==> config.mk <==
export PLATFORM = sky130hd
export DESIGN_NAME = mips_io_port
export DESIGN_NICKNAME = d
export VERILOG_FILES = /design/src/rtl/mips_io_defs.sv /design/src/rtl/sync_2ff.sv /design/src/rtl/mips_io_port.sv
export SDC_FILE = /design/constraint.sdc
export NUM_CORES = 1
export LEC_CHECK = 0
export ABC_AREA = 1
export BUFFER_PORTS_ARGS = -buffer_cell sky130_fd_sc_hd__buf_2
export CAP_MARGIN = 10
export CORE_UTILIZATION = 36
export CTS_CLUSTER_SIZE = 25
export DETAILED_ROUTE_END_ITERATION = 12
export PLACE_DENSITY = 0.79
export SLEW_MARGIN = 40
export SYNTH_ARGS = -nofsm -noshare
export SYNTH_HDL_FRONTEND = slang
export SYNTH_SLANG_ARGS = --single-unit
==> constraint.sdc <==
create_clock -name clk -period 1.55 [get_ports clk]
set_input_delay 0.31 -clock clk [delete_from_list [all_inputs] [get_ports clk]]
set_output_delay 0.31 -clock clk [all_outputs]
set_load 0.01 [all_outputs]
==> src/rtl/mips_io_defs.sv <==
// Shared definitions for the memory-mapped MIPS I/O port.
// Holds the default register addresses, the status-word bit positions and
// the output handshake FSM state encoding used by mips_io_port.
package mips_io_defs;

  // Default addresses of the three mapped registers.
  localparam logic [31:0] OUT_ADDR_DEF  = 32'h1001_0024;
  localparam logic [31:0] IN_ADDR_DEF   = 32'h1001_0028;
  localparam logic [31:0] STAT_ADDR_DEF = 32'h1001_002C;

  // Bit positions inside the status word {28'b0, write_drop, overrun, in_full, out_busy}.
  localparam int STAT_OUT_BUSY   = 0;
  localparam int STAT_IN_FULL    = 1;
  localparam int STAT_OVERRUN    = 2;
  localparam int STAT_WRITE_DROP = 3;

  // Output-side four-phase handshake states.
  typedef enum logic [1:0] {
    IDLE    = 2'd0,
    SEND    = 2'd1,
    RELEASE = 2'd2
  } out_state_t;

endpackage

==> src/rtl/sync_2ff.sv <==
// Two-flop synchronizer for a single asynchronous control bit.
// Ports:
//   clk   - destination clock
//   reset - synchronous active-high reset, clears both flops
//   d     - asynchronous input
//   q     - input resampled into the clk domain (two-cycle latency)
module sync_2ff (
  input  logic clk,
  input  logic reset,
  input  logic d,
  output logic q
);

  logic meta;

  // NOTE: sequential state uses non-blocking assignments so meta and q both
  // sample their pre-edge values; blocking here would collapse the two stages.
  always_ff @(posedge clk) begin
    if (reset) begin
      meta <= 1'b0;
      q    <= 1'b0;
    end else begin
      meta <= d;
      q    <= meta;
    end
  end

endmodule

==> src/rtl/mips_io_port.sv <==
// Memory-mapped I/O port for a MIPS-style data bus.
// An output register is offered to an external device with a four-phase
// valid/ack handshake; an input byte is captured on the device's valid
// request. A status register reports busy/full/overrun/drop conditions.
// Ports:
//   clk, reset         - single clock, synchronous active-high reset
//   MemWrite, MemRead  - processor store / load strobes
//   Address, WriteData - processor data address and store data
//   ReadData           - combinational load data
//   PortOut, out_valid - output word and its valid flag to the device
//   out_ack            - asynchronous device acknowledge for PortOut
//   PortIn, in_valid   - input byte and asynchronous capture request
//   in_ack             - one-cycle pulse when PortIn has been captured
module mips_io_port
  import mips_io_defs::*;
#(
  parameter logic [31:0] OUT_ADDR  = OUT_ADDR_DEF,
  parameter logic [31:0] IN_ADDR   = IN_ADDR_DEF,
  parameter logic [31:0] STAT_ADDR = STAT_ADDR_DEF
) (
  input  logic        clk,
  input  logic        reset,
  input  logic        MemWrite,
  input  logic        MemRead,
  input  logic [31:0] Address,
  input  logic [31:0] WriteData,
  output logic [31:0] ReadData,
  output logic [31:0] PortOut,
  output logic        out_valid,
  input  logic        out_ack,
  input  logic [7:0]  PortIn,
  input  logic        in_valid,
  output logic        in_ack
);

  out_state_t  state;
  out_state_t  state_next;

  logic        in_valid_s;
  logic        in_valid_d;
  logic        out_ack_s;
  logic [31:0] in_reg;
  logic        in_full;
  logic        overrun;
  logic        write_drop;
  logic        out_busy;

  logic        wr_out;
  logic        rd_in;
  logic        rd_stat;
  logic        in_rise;
  logic        capture;
  logic        overrun_set;
  logic        drop_set;

  sync_2ff u_sync_in_valid (
    .clk   (clk),
    .reset (reset),
    .d     (in_valid),
    .q     (in_valid_s)
  );

  sync_2ff u_sync_out_ack (
    .clk   (clk),
    .reset (reset),
    .d     (out_ack),
    .q     (out_ack_s)
  );

  // Bus decode.
  assign wr_out  = MemWrite && (Address == OUT_ADDR);
  assign rd_in   = MemRead  && (Address == IN_ADDR);
  assign rd_stat = MemRead  && (Address == STAT_ADDR);

  // Edge detect on the synchronized request: the capture edge is the third
  // clk edge after in_valid rises (two synchronizer stages, then this edge).
  assign in_rise     = in_valid_s && !in_valid_d;
  assign capture     = in_rise && !in_full;
  assign overrun_set = in_rise && in_full;
  assign drop_set    = wr_out && (state != IDLE);
  assign out_busy    = (state != IDLE);

  // Output handshake FSM: next state and out_valid.
  // NOTE: every signal driven here gets a default first, so no path through
  // the case statement leaves it unassigned and no latch is inferred.
  always_comb begin
    state_next = state;
    out_valid  = 1'b0;
    unique case (state)
      IDLE: begin
        if (wr_out) state_next = SEND;
      end
      SEND: begin
        out_valid = 1'b1;
        if (out_ack_s) state_next = RELEASE;
      end
      RELEASE: begin
        if (!out_ack_s) state_next = IDLE;
      end
      default: state_next = IDLE;
    endcase
  end

  always_ff @(posedge clk) begin
    if (reset) begin
      state      <= IDLE;
      PortOut    <= '0;
      in_valid_d <= 1'b0;
      in_reg     <= '0;
      in_full    <= 1'b0;
      in_ack     <= 1'b0;
      overrun    <= 1'b0;
      write_drop <= 1'b0;
    end else begin
      state      <= state_next;
      in_valid_d <= in_valid_s;
      in_ack     <= capture;

      // Only an idle port accepts a new output word; later writes are dropped.
      if (wr_out && (state == IDLE)) PortOut <= WriteData;

      if (capture) in_reg <= {24'b0, PortIn};

      // Set events take priority over the read-to-clear on the same edge.
      if (capture)    in_full <= 1'b1;
      else if (rd_in) in_full <= 1'b0;

      if (overrun_set)  overrun <= 1'b1;
      else if (rd_stat) overrun <= 1'b0;

      if (drop_set)     write_drop <= 1'b1;
      else if (rd_stat) write_drop <= 1'b0;
    end
  end

  // Combinational load path; unmapped addresses and idle bus read as zero.
  always_comb begin
    ReadData = '0;
    if (MemRead) begin
      if (Address == IN_ADDR) begin
        ReadData = in_reg;
      end else if (Address == OUT_ADDR) begin
        ReadData = PortOut;
      end else if (Address == STAT_ADDR) begin
        ReadData[STAT_OUT_BUSY]   = out_busy;
        ReadData[STAT_IN_FULL]    = in_full;
        ReadData[STAT_OVERRUN]    = overrun;
        ReadData[STAT_WRITE_DROP] = write_drop;
      end
    end
  end

endmodule

==> results.sh, run 1 <==
export IMPL_die_x_um=91.68
export IMPL_post_dp_cell_area_um2=3926
export IMPL_postLayoutCellArea_um2=4711
export IMPL_largest_reg_flops=32
export IMPL_seqPwrFrac=0.528
export IMPL_fin_crit_ps=1801
export IMPL_syn_area_um2=2895
export IMPL_drive_gt1_frac=0.3936
export IMPL_power_density_nw_per_um2=534.9
export IMPL_vdd_ir_drop_max_uv=307.3
export IMPL_clock_sinks=51
export IMPL_cts_tree="yes"
export IMPL_synthCells=500
export IMPL_insertion_delay_ps=300
export IMPL_finalSetupTns_ps=-6908
export IMPL_cp_max_fo=5
export IMPL_path_cells="buf_6, nor2_4, nand2_2, nor2_4, nand2_4, nor2_8, buf_12, nand2_4, nand2_2, nor2_2, nor2_1, buf_2"
export IMPL_dieArea_um2=8405
export IMPL_hold_path_class="in -> reg"
export IMPL_portBuffers=143
export IMPL_viasPerCell=4.543
export IMPL_ys_flop_type="dfxtp_1"
export IMPL_synth_nets=578
export IMPL_crit_arrival_ps=1490
export IMPL_pin_count=144
export IMPL_ant_nets=0
export IMPL_critPathLaunchType="input port"
export IMPL_dp_cells=744
export IMPL_grt_first_pass_wirelength_um=13630
export IMPL_layout_commonest_cell="inv_1"
export IMPL_p_comb_frac=0.132
export IMPL_internal_power_uw=1898
export IMPL_drt_iter0_markers=194
export IMPL_core_um2=7767
export IMPL_synth_top_area_frac=0.3526
export IMPL_yosysUniqueCellTypes=18
export IMPL_slew_violations=0
export IMPL_final_cells=760
export IMPL_async_reset_ff_frac=0
export IMPL_utilization=0.6065
export IMPL_tightest_slew_ps=365.3
export IMPL_gp_congestion=0.8047
export IMPL_numCtsBuffers=5
export IMPL_max_stage_delay_ps=160
export IMPL_setup_viol=32
export IMPL_swShare=0.2470
export IMPL_power_switching_uw=622.3
export IMPL_start_util=0.3727
export IMPL_worst_slack_ps=-251.3
export IMPL_worst_path_max_delay_cell="nor2_8"
export IMPL_clkPwrFrac=0.340
export IMPL_synthTopCellsByArea="dfxtp_1 (35%), nand2_1 (16%), inv_1 (16%)"
export IMPL_rows=32
export IMPL_grt_antenna_before_repair=0
export IMPL_nFillCells=708
export IMPL_cts_path_max_buffers=2
export IMPL_path_clk_slew_ps=90
export IMPL_wl_per_cell_um=11.88
export IMPL_layout_common_cells="inv_1 (116), nand2_1 (108), buf_2 (100), nor2_1 (69), dfxtp_1 (51)"
export IMPL_synth_seq_cells=51
export IMPL_ys_warn_count=0
export IMPL_detailed_place_hpwl_um=6028
export IMPL_rsz0062_at_grt="true"
export IMPL_die_h_um=91.68
export IMPL_grt_pass1_vias=3178
export IMPL_cts_root_buf="clkbuf_8"
export IMPL_drtPass1Iterations=4
export IMPL_maxCapViolCount=0
export IMPL_vias=3453
export IMPL_max_freq_ghz=0.5551
export IMPL_seqCellArea_um2=1021
export IMPL_reg2reg_setup_slack_ps=200
export IMPL_drcViolationCount=0
export IMPL_fin_nets=735
export IMPL_violations="setup timing"
export IMPL_crit_path_end_kind="output port"
export IMPL_synth_top_area_cell="dfxtp_1"
export IMPL_drt_total_wl_um=9029
export IMPL_globalRouteOverflowTotal=0
export IMPL_grt_max_degree=34
export IMPL_hold_viol_final=0
export IMPL_cellLeakagePower_uw=0.002447
export IMPL_skew_ps=3.945
export IMPL_required_ps=1240
export IMPL_slew_headroom=0.7565
export IMPL_htreeDepth=2
export IMPL_status="finished with violations"
export IMPL_syn_to_final_growth_pct=62.71
export IMPL_synth_area_per_cell_um2=5.791
export IMPL_seq_area_frac_synth=0.3526
export IMPL_diodes=0
export IMPL_finalCritPeriodShare=1.162
export IMPL_multi_input_comb_area_um2=1678
export IMPL_path_class="in -> out"
export IMPL_synth_edff_count=0
export IMPL_gr_usage_all_layers=0.1990
==> through the flow <==
stage	power, µW	hold slack, ps	worst slack (ps)
floorplan	1478	388.3	-27.58
global placement	1616	397.0	-419.6
detailed placement	1625	402.9	-425.2
CTS	2498	206.6	-233.5
global route	2631	207.2	-351.9
finish	2520	220.5	-251.3
==> synthesized netlist by cell type (2+ instances only) <==
cell,instances
buf_6,3
nand3_1,7
o21ai_0,9
nand2_2,2
buf_1,8
nor2_2,2
dfxtp_1,51
nor2_1,113
clkbuf_1,5
a21oi_1,11
nand2_1,126
inv_1,121
buf_2,5
nand4_1,33
==> area by class of cell <==
class / instances / area share
Clock buffer: 7 / 0.02045
Inverter: 122 / 0.09721
Clock inverter: 1 / 0.001594
Multi-Input combinational cell: 306 / 0.3562
Tap cell: 102 / 0.02709
Timing Repair Buffer: 171 / 0.2807
Sequential cell: 51 / 0.2167
==> critical path, delay by kind of cell <==
| kind | cells | cell delay [ps] |
|---|---|---|
| AND/OR/NAND/NOR | 9 | 800 |
| buffers and inverters | 3 | 360 |
==> cell families after synthesis <==
logic type             synth area share
and+or+nand+nor                  0.4175
buffers and inverters            0.1953
AOI/OAI and AO/OA               0.03457
DFF                              0.3526
==> path summary, 6_finish.rpt <==
check                                 startpoint                               to  depth (start not counted)
setup / recovery                      Address[6]                      ReadData[3]                         12
hold / removal                          in_valid  u_sync_in_valid.meta$_SDFF_PP0_                          3
setup reg to reg           state[0]$_SDFFE_PP0P_         PortOut[14]$_SDFFE_PP0P_                          6
hold reg to reg   u_sync_out_ack.meta$_SDFF_PP0_      u_sync_out_ack.q$_SDFF_PP0_                          2
==> routing by layer <==
metal / part of all wire / up-vias / global-route usage
met5: 0 / - / 0
li1: - / 1774 / -
met1: 0.42 / 1542 / 0.2373
met3: 0.057 / 11 / 0.03234
met4: 0.014 / 0 / 0.06217
met2: 0.51 / 126 / 0.3622
==> repair_timing <==
action	CTS	global route
setup endpoints to repair	32	54
pin swaps	22	27
resized for setup	42	87
gates cloned	1	2
buffers inserted	5	1
hold buffers	0	0
==> power groups by stage <==
stage                     logic (µW)  registers, µW  clock network (µW)
after floorplan                  118           1360                   0
after global placement           256           1360                   0
after detailed placement         264           1360                   0
after CTS                        291           1330                 876
after global routing             366           1330                 931
final                            333           1330                 856
No activity file was read; power rests on OpenSTA's default activity.
==> run 2: changes to the inputs <==
--- a/config.mk
+++ b/config.mk
@@ -5,13 +5,12 @@
 export SDC_FILE = /design/constraint.sdc
 export NUM_CORES = 1
 export LEC_CHECK = 0
-export ABC_AREA = 1
 export BUFFER_PORTS_ARGS = -buffer_cell sky130_fd_sc_hd__buf_2
 export CAP_MARGIN = 10
 export CORE_UTILIZATION = 36
 export CTS_CLUSTER_SIZE = 25
 export DETAILED_ROUTE_END_ITERATION = 12
-export PLACE_DENSITY = 0.79
+export PLACE_DENSITY = 0.8
 export SLEW_MARGIN = 40
 export SYNTH_ARGS = -nofsm -noshare
 export SYNTH_HDL_FRONTEND = slang
==> run 2 against run 1 <==
Routed wire length grew 3.3%. Clock-buffer cell count shrank 1. Total power shrank 3.5%. First-iteration DRC count shrank 29%. Area after synthesis shrank 9.1%. Non-clock buffer count grew 12. Synthesized cell count shrank 41%. Global-route usage grew 2.2 points. Critical endpoint is now ReadData[12]. Worst setup slack lost 290 ps. Critical path depth shrank 4. The flow still finishes with violations (setup timing).
==> results.sh, run 2 <==
export IMPL_use_met2=0.4063
export IMPL_status="finished with violations"
export IMPL_insertion_delay_ps=300
export IMPL_async_reset_ff_frac=0
export IMPL_swShare=0.2494
export IMPL_reg2reg_setup_slack_ps=170
export IMPL_timing_rr_start="state[0]$_SDFFE_PP0P_"
export IMPL_die_h_um=87.52
export IMPL_synth_top_family_by_area="simple AND/OR/NAND/NOR gates"
export IMPL_vias=3017
export IMPL_synthTopCellsByArea="dfxtp_1 (39%), o31ai_1 (9.7%), a21oi_1 (8.9%)"
export IMPL_vdd_ir_drop_max_uv=324.7
export IMPL_grt_antenna_before_repair=0
export IMPL_drive_gt1_frac=0.5934
export IMPL_synth_most_common_cell="dfxtp_1"
export IMPL_synth_simple_area_share=0.3194
export IMPL_hold_path_class="in -> reg"
export IMPL_slew_violations=0
export IMPL_tightest_slew_ps=639.2
export IMPL_cts_path_max_buffers=2
export IMPL_maxCapViolCount=0
export IMPL_cp_startpoint="Address[15]"
export IMPL_synth_edff_count=0
export IMPL_slew_headroom=0.5739
export IMPL_grt_first_pass_wirelength_um=13250
export IMPL_detailed_place_hpwl_um=6016
export IMPL_rsz0062_at_grt="true"
export IMPL_power_density_nw_per_um2=539.1
export IMPL_seq_area_frac_synth=0.3878
export IMPL_utilization=0.6497
export IMPL_synth_area_per_cell_um2=8.864
export IMPL_violations="setup timing"
export IMPL_drtPass1Iterations=4
export IMPL_ys_flop_type="dfxtp_1"
export IMPL_finalCritPeriodShare=1.348
export IMPL_portBuffers=143
export IMPL_critPathLaunchType="input port"
export IMPL_layout_commonest_cell="buf_2"
export IMPL_clock_sinks=51
export IMPL_skew_ps=11.62
export IMPL_cts_tree="yes"
export IMPL_drt_iter0_markers=138
export IMPL_grt_pass1_vias=2877
export IMPL_synthCells=297
export IMPL_crit_arrival_ps=1780
export IMPL_die_x_um=87.52
export IMPL_yosysUniqueCellTypes=33
export IMPL_use_met1=0.2642
export IMPL_globalRouteOverflowTotal=0
export IMPL_cellLeakagePower_uw=0.001846
export IMPL_synth_compound_area_frac=0.2277
export IMPL_synth_top_area_cell="dfxtp_1"
export IMPL_internal_power_uw=1826
export IMPL_wl_per_cell_um=16.93
export IMPL_cp_max_fo=5
export IMPL_regToRegEndpoint="PortOut[17]$_SDFFE_PP0P_"
export IMPL_ys_warn_count=0
export IMPL_required_ps=1240
export IMPL_critPathCapture="ReadData[12]"
export IMPL_synth_top_area_frac=0.3878
export IMPL_clkPwrFrac=0.326
export IMPL_gr_usage_all_layers=0.2208
export IMPL_synth_nets=375
export IMPL_drcViolationCount=0
export IMPL_power_switching_uw=606.5
export IMPL_diodes=0
export IMPL_gp_congestion=0.8883
export IMPL_crit_path_end_kind="output port"
export IMPL_path_clk_slew_ps=100
export IMPL_nFillCells=564
export IMPL_max_freq_ghz=0.4787
export IMPL_path_class="in -> out"
export IMPL_numCtsBuffers=5
export IMPL_ctsHoldBuffers=0
export IMPL_ant_nets=0
export IMPL_synth_seq_cells=51
export IMPL_pin_count=144
export IMPL_core_um2=6944
export IMPL_synth_top_cells_by_count="dfxtp_1 (51), a21oi_1 (47), nand4_1 (34), o31ai_1 (34), and2_1 (24)"
export IMPL_syn_to_final_growth_pct=71.39
export IMPL_cts_root_buf="clkbuf_8"
export IMPL_layout_common_cells="buf_2 (105), dfxtp_1 (51), a21oi_1 (45), buf_6 (44), nand4_1 (34)"
export IMPL_finalSetupTns_ps=-18260
export IMPL_start_util=0.3791
export IMPL_seqPwrFrac=0.548
export IMPL_p_comb_frac=0.126
export IMPL_hold_viol_final=0
export IMPL_syn_area_um2=2633
export IMPL_rows=30
export IMPL_pre_cts_slack_ps=-584.8
export IMPL_viasPerCell=5.475
export IMPL_worst_slack_ps=-539.2
export IMPL_synthAdderAreaFrac=0
export IMPL_globalRoute_busiestLayer="met2"
export IMPL_drt_total_wl_um=9329
export IMPL_grt_use_met3=0.03791
export IMPL_worstRegToRegCells=5
export IMPL_htreeDepth=2
export IMPL_largest_reg_flops=32
export IMPL_dieArea_um2=7659
export IMPL_setup_viol=64
export IMPL_fin_nets=533
export IMPL_fin_crit_ps=2089
export IMPL_grt_max_degree=35
export IMPL_synth_xor_area_frac=0.003327
export IMPL_synth_mux_area_frac=0
## run 2: cell count changes after synthesis, sizes merged, moves of 4 or more
cell and delta:
a2111oi +4, a21oi +36, a32o +4, and2 +24
clkbuf +13, inv -117, nand2 -109, nand3 -6
nor2 -109, nor2b +8, nor4 +5, o21ai -9
o31ai +34
## run 2: power by group through the flow
stage          combinational [µW]  sequential (µW)  clock (µW)
2_1_floorplan                 101             1360           0
3_3_place_gp                  271             1360           0
3_5_place_dp                  275             1360           0
4_1_cts                       293             1330         814
5_1_grt                       329             1330         862
6_report                      306             1330         794
## run 2: logic make-up after synthesis
logic type	count (synthesis)
simple gates	118
flops	51
xor+xnor	1
buf+inv	37
compound gates	90
## run 2: final cells by class
cell class,count,area [µm²],area share
clock buffer,6,82.58,0.01830
clock inverter,1,5.005,0.001109
inverter,5,18.77,0.004160
multi-input combinational,209,1841,0.4079
sequential,51,1021,0.2263
tap,96,120.1,0.02662
timing repair buffer,183,1424,0.3156
## run 2: repair_timing
action,in CTS,in global routing
gates cloned,0,3
buffers inserted,3,6
endpoints found under the setup margin,33,65
gates resized for setup,34,65
pin swaps,17,9
## run 2: worst max-delay path, cell delays in order
cell and delay, ps:
buf_6 100, nor4_4 390, nand4_4 200, nor3_4 230, buf_6 160, clkbuf_16 150
and2_4 140, buf_6 90
## run 2: through the flow
stage | total power [µW] | std cells | area [µm²] | hold slack (ps)
after floorplan | 1461 | 297 | 2769 | 413.8
after global placement | 1632 | 532 | 3730 | 443.2
after detailed placement | 1637 | 532 | 3730 | 453.0
after CTS | 2439 | 542 | 4048 | 217.1
after global routing | 2525 | 551 | 4512 | 229.1
final | 2432 | 551 | 4512 | 223.6
## run 2: worst min path at each step
| stage | to | cells past startpoint | start | slack [ps] |
|---|---|---|---|---|
| 3_3_place_gp | u_sync_out_ack.q$_SDFF_PP0_ | 1 | u_sync_out_ack.meta$_SDFF_PP0_ | 440 |
| 6_report | u_sync_in_valid.meta$_SDFF_PP0_ | 2 | in_valid | 220 |
| 3_5_place_dp | in_reg[4]$_SDFFE_PP0P_ | 2 | in_reg[4]$_SDFFE_PP0P_ | 450 |
| 4_1_cts | u_sync_in_valid.meta$_SDFF_PP0_ | 2 | in_valid | 220 |
| 5_1_grt | u_sync_out_ack.meta$_SDFF_PP0_ | 2 | out_ack | 230 |
| 2_1_floorplan | u_sync_in_valid.q$_SDFF_PP0_ | 1 | u_sync_in_valid.meta$_SDFF_PP0_ | 410 |
## run 2: routing by layer
layer  up-vias  wire length (µm)
met3        16               522
met2       120              4816
li1       1429                 -
met5         -                 0
met1      1452              3824
met4         0               165
==> run 3: changes to the inputs <==
--- a/config.mk
+++ b/config.mk
@@ -10,7 +10,7 @@
 export CORE_UTILIZATION = 36
 export CTS_CLUSTER_SIZE = 25
 export DETAILED_ROUTE_END_ITERATION = 12
-export PLACE_DENSITY = 0.8
+export PLACE_DENSITY = 0.78
 export SLEW_MARGIN = 40
 export SYNTH_ARGS = -nofsm -noshare
 export SYNTH_HDL_FRONTEND = slang
==> constraint.sdc (replaced) <==
create_clock -name clk -period 2.2 [get_ports clk]
set_input_delay 0.44 -clock clk [delete_from_list [all_inputs] [get_ports clk]]
set_output_delay 0.44 -clock clk [all_outputs]
set_load 0.01 [all_outputs]
==> run 3 against run 2 <==
The flow still finishes with violations (setup timing). Non-clock buffer count is 8 lower. Worst setup slack better by 320 ps. Clock skew is 4.0 ps lower. Die area stayed put. Critical path type unchanged. Largest power group unchanged.
==> results.sh, run 3 (synthesis gave the netlist of run 2 again) <==
export IMPL_grt_max_degree=35
export IMPL_utilization=0.5915
export IMPL_fin_crit_ps=2424
export IMPL_finalPower_uw=1708
export IMPL_cts_tree="yes"
export IMPL_cellLeakagePower_uw=0.001724
export IMPL_portBuffers=143
export IMPL_vdd_ir_drop_max_uv=308.7
export IMPL_ctsHoldBuffers=0
export IMPL_regToRegEndpoint="PortOut[21]$_SDFFE_PP0P_"
export IMPL_grt_antenna_before_repair=0
export IMPL_status="finished with violations"
export IMPL_gr_usage_all_layers=0.2237
export IMPL_path_class="in -> out"
export IMPL_nFillCells=582
export IMPL_slew_violations=0
export IMPL_drt_iter0_markers=199
export IMPL_wl_per_cell_um=16.65
export IMPL_drcViolationCount=0
export IMPL_slew_headroom=0.5831
export IMPL_drtPass1Iterations=4
export IMPL_ant_nets=0
export IMPL_worst_slack_ps=-223.7
export IMPL_drive_gt1_frac=0.5022
export IMPL_pin_count=144
export IMPL_maxCapViolCount=0
export IMPL_critPathCapture="ReadData[7]"
export IMPL_detailed_place_hpwl_um=5666
export IMPL_fin_nets=525
export IMPL_post_dp_cell_area_um2=3490
export IMPL_seqCellArea_um2=1021
export IMPL_worstRegToRegCells=5
export IMPL_reg2reg_setup_slack_ps=770
export IMPL_setup_viol=32
export IMPL_path_clk_slew_ps=100
export IMPL_violations="setup timing"
export IMPL_syn_to_final_growth_pct=56.04
export IMPL_cts_path_max_buffers=2
export IMPL_pre_cts_slack_ps=-236.1
export IMPL_postLayoutCellArea_um2=4108
export IMPL_layout_commonest_cell="buf_2"
export IMPL_skew_ps=7.627
export IMPL_crit_arrival_ps=1980
export IMPL_layout_common_cells="buf_2 (110), dfxtp_1 (51), a21oi_1 (47), buf_6 (37)"
export IMPL_cts_root_buf="clkbuf_8"
export IMPL_vias=2988
export IMPL_power_density_nw_per_um2=415.7
export IMPL_grt_first_pass_wirelength_um=13370
export IMPL_hold_path_class="in -> reg"
export IMPL_start_util=0.3791
export IMPL_globalRouteOverflowTotal=0
export IMPL_tightest_slew_ps=625.4
export IMPL_critPathLaunchType="input port"
export IMPL_clock_sinks=51
export IMPL_timing_rr_start="state[1]$_SDFFE_PP0P_"
export IMPL_gp_congestion=0.8121
export IMPL_viasPerCell=5.493
export IMPL_htreeDepth=2
export IMPL_drt_total_wl_um=9056
export IMPL_cp_startpoint="Address[18]"
export IMPL_cp_max_fo=5
export IMPL_crit_path_end_kind="output port"
export IMPL_hold_viol_final=0
export IMPL_dieArea_um2=7659
export IMPL_finalCritPeriodShare=1.102
export IMPL_insertion_delay_ps=300
export IMPL_max_freq_ghz=0.4126
export IMPL_diodes=0
export IMPL_numCtsBuffers=5
export IMPL_rows=30
export IMPL_multi_input_comb_area_um2=1574
export IMPL_largest_reg_flops=32
export IMPL_die_h_um=87.52
export IMPL_grt_pass1_vias=2758
export IMPL_rsz0062_at_grt="true"
export IMPL_die_x_um=87.52
export IMPL_required_ps=1760
export IMPL_core_um2=6944
[run 3: cell types whose count changed in the layout (fill, tap and decap cells not counted), sizes merged]
cell	before	now
clkbuf	9	6
clkinvlp	0	1
buf	180	175
[run 3: per-stage QoR]
step | TNS [ps] | hold slack, ps | cells
floorplan | -131.6 | 413.8 | 297
global placement | -4198 | 431.1 | 521
detailed placement | -6443 | 433.4 | 521
CTS | -4910 | 330.3 | 542
global route | -7520 | 356.0 | 544
finish | -4448 | 339.3 | 544
[run 3: how the worst min path moves through the flow]
stage	cells past startpoint	end	start
2_1_floorplan	1	u_sync_in_valid.q$_SDFF_PP0_	u_sync_in_valid.meta$_SDFF_PP0_
3_3_place_gp	1	u_sync_out_ack.q$_SDFF_PP0_	u_sync_out_ack.meta$_SDFF_PP0_
3_5_place_dp	1	u_sync_out_ack.q$_SDFF_PP0_	u_sync_out_ack.meta$_SDFF_PP0_
4_1_cts	2	u_sync_in_valid.meta$_SDFF_PP0_	in_valid
5_1_grt	2	u_sync_in_valid.meta$_SDFF_PP0_	in_valid
6_report	2	u_sync_in_valid.meta$_SDFF_PP0_	in_valid
[run 3: power breakdown]
part	switching (µW)	leakage, µW	total, µW	internal [µW]
logic	101	0.00126	192	91.8
registers	5.72	0.000412	939	933
clock network	319	0.0000474	577	257
total	425	0.00172	1710	1280
[run 3: worst max-delay path, stage by stage]
cell and delay (ps):
buf_2 110, nor4_4 300, nand4_2 180, buf_6 180, nor4_4 400, a32o_1 240
buf_2 130
[run 3: per-layer routing]
layer  part of all wire  routed length, µm  track usage  vias to the layer above
met2               0.51               4628       0.4048                      150
met1               0.42               3781       0.2802                     1420
met4             0.0099                 90      0.04620                        0
met3              0.061                556      0.03507                        6
li1                   -                  -            -                     1412
met5                  0                  0            0                        -
[run 3: timing repair]
action | in CTS | in global routing
endpoints found under the setup margin | 32 | 32
pin swaps | 22 | 7
buffers inserted | 10 | 2
gates resized for setup | 24 | 46
cloned | 3 | 0
[run 3: cell type report]
class / instances / area share
multi-input combinational: 209 / 0.3832
timing repair buffer: 175 / 0.3104
sequential: 51 / 0.2486
tap: 96 / 0.02924
clock buffer: 6 / 0.02010
inverter: 5 / 0.004569
clock inverter: 2 / 0.003960
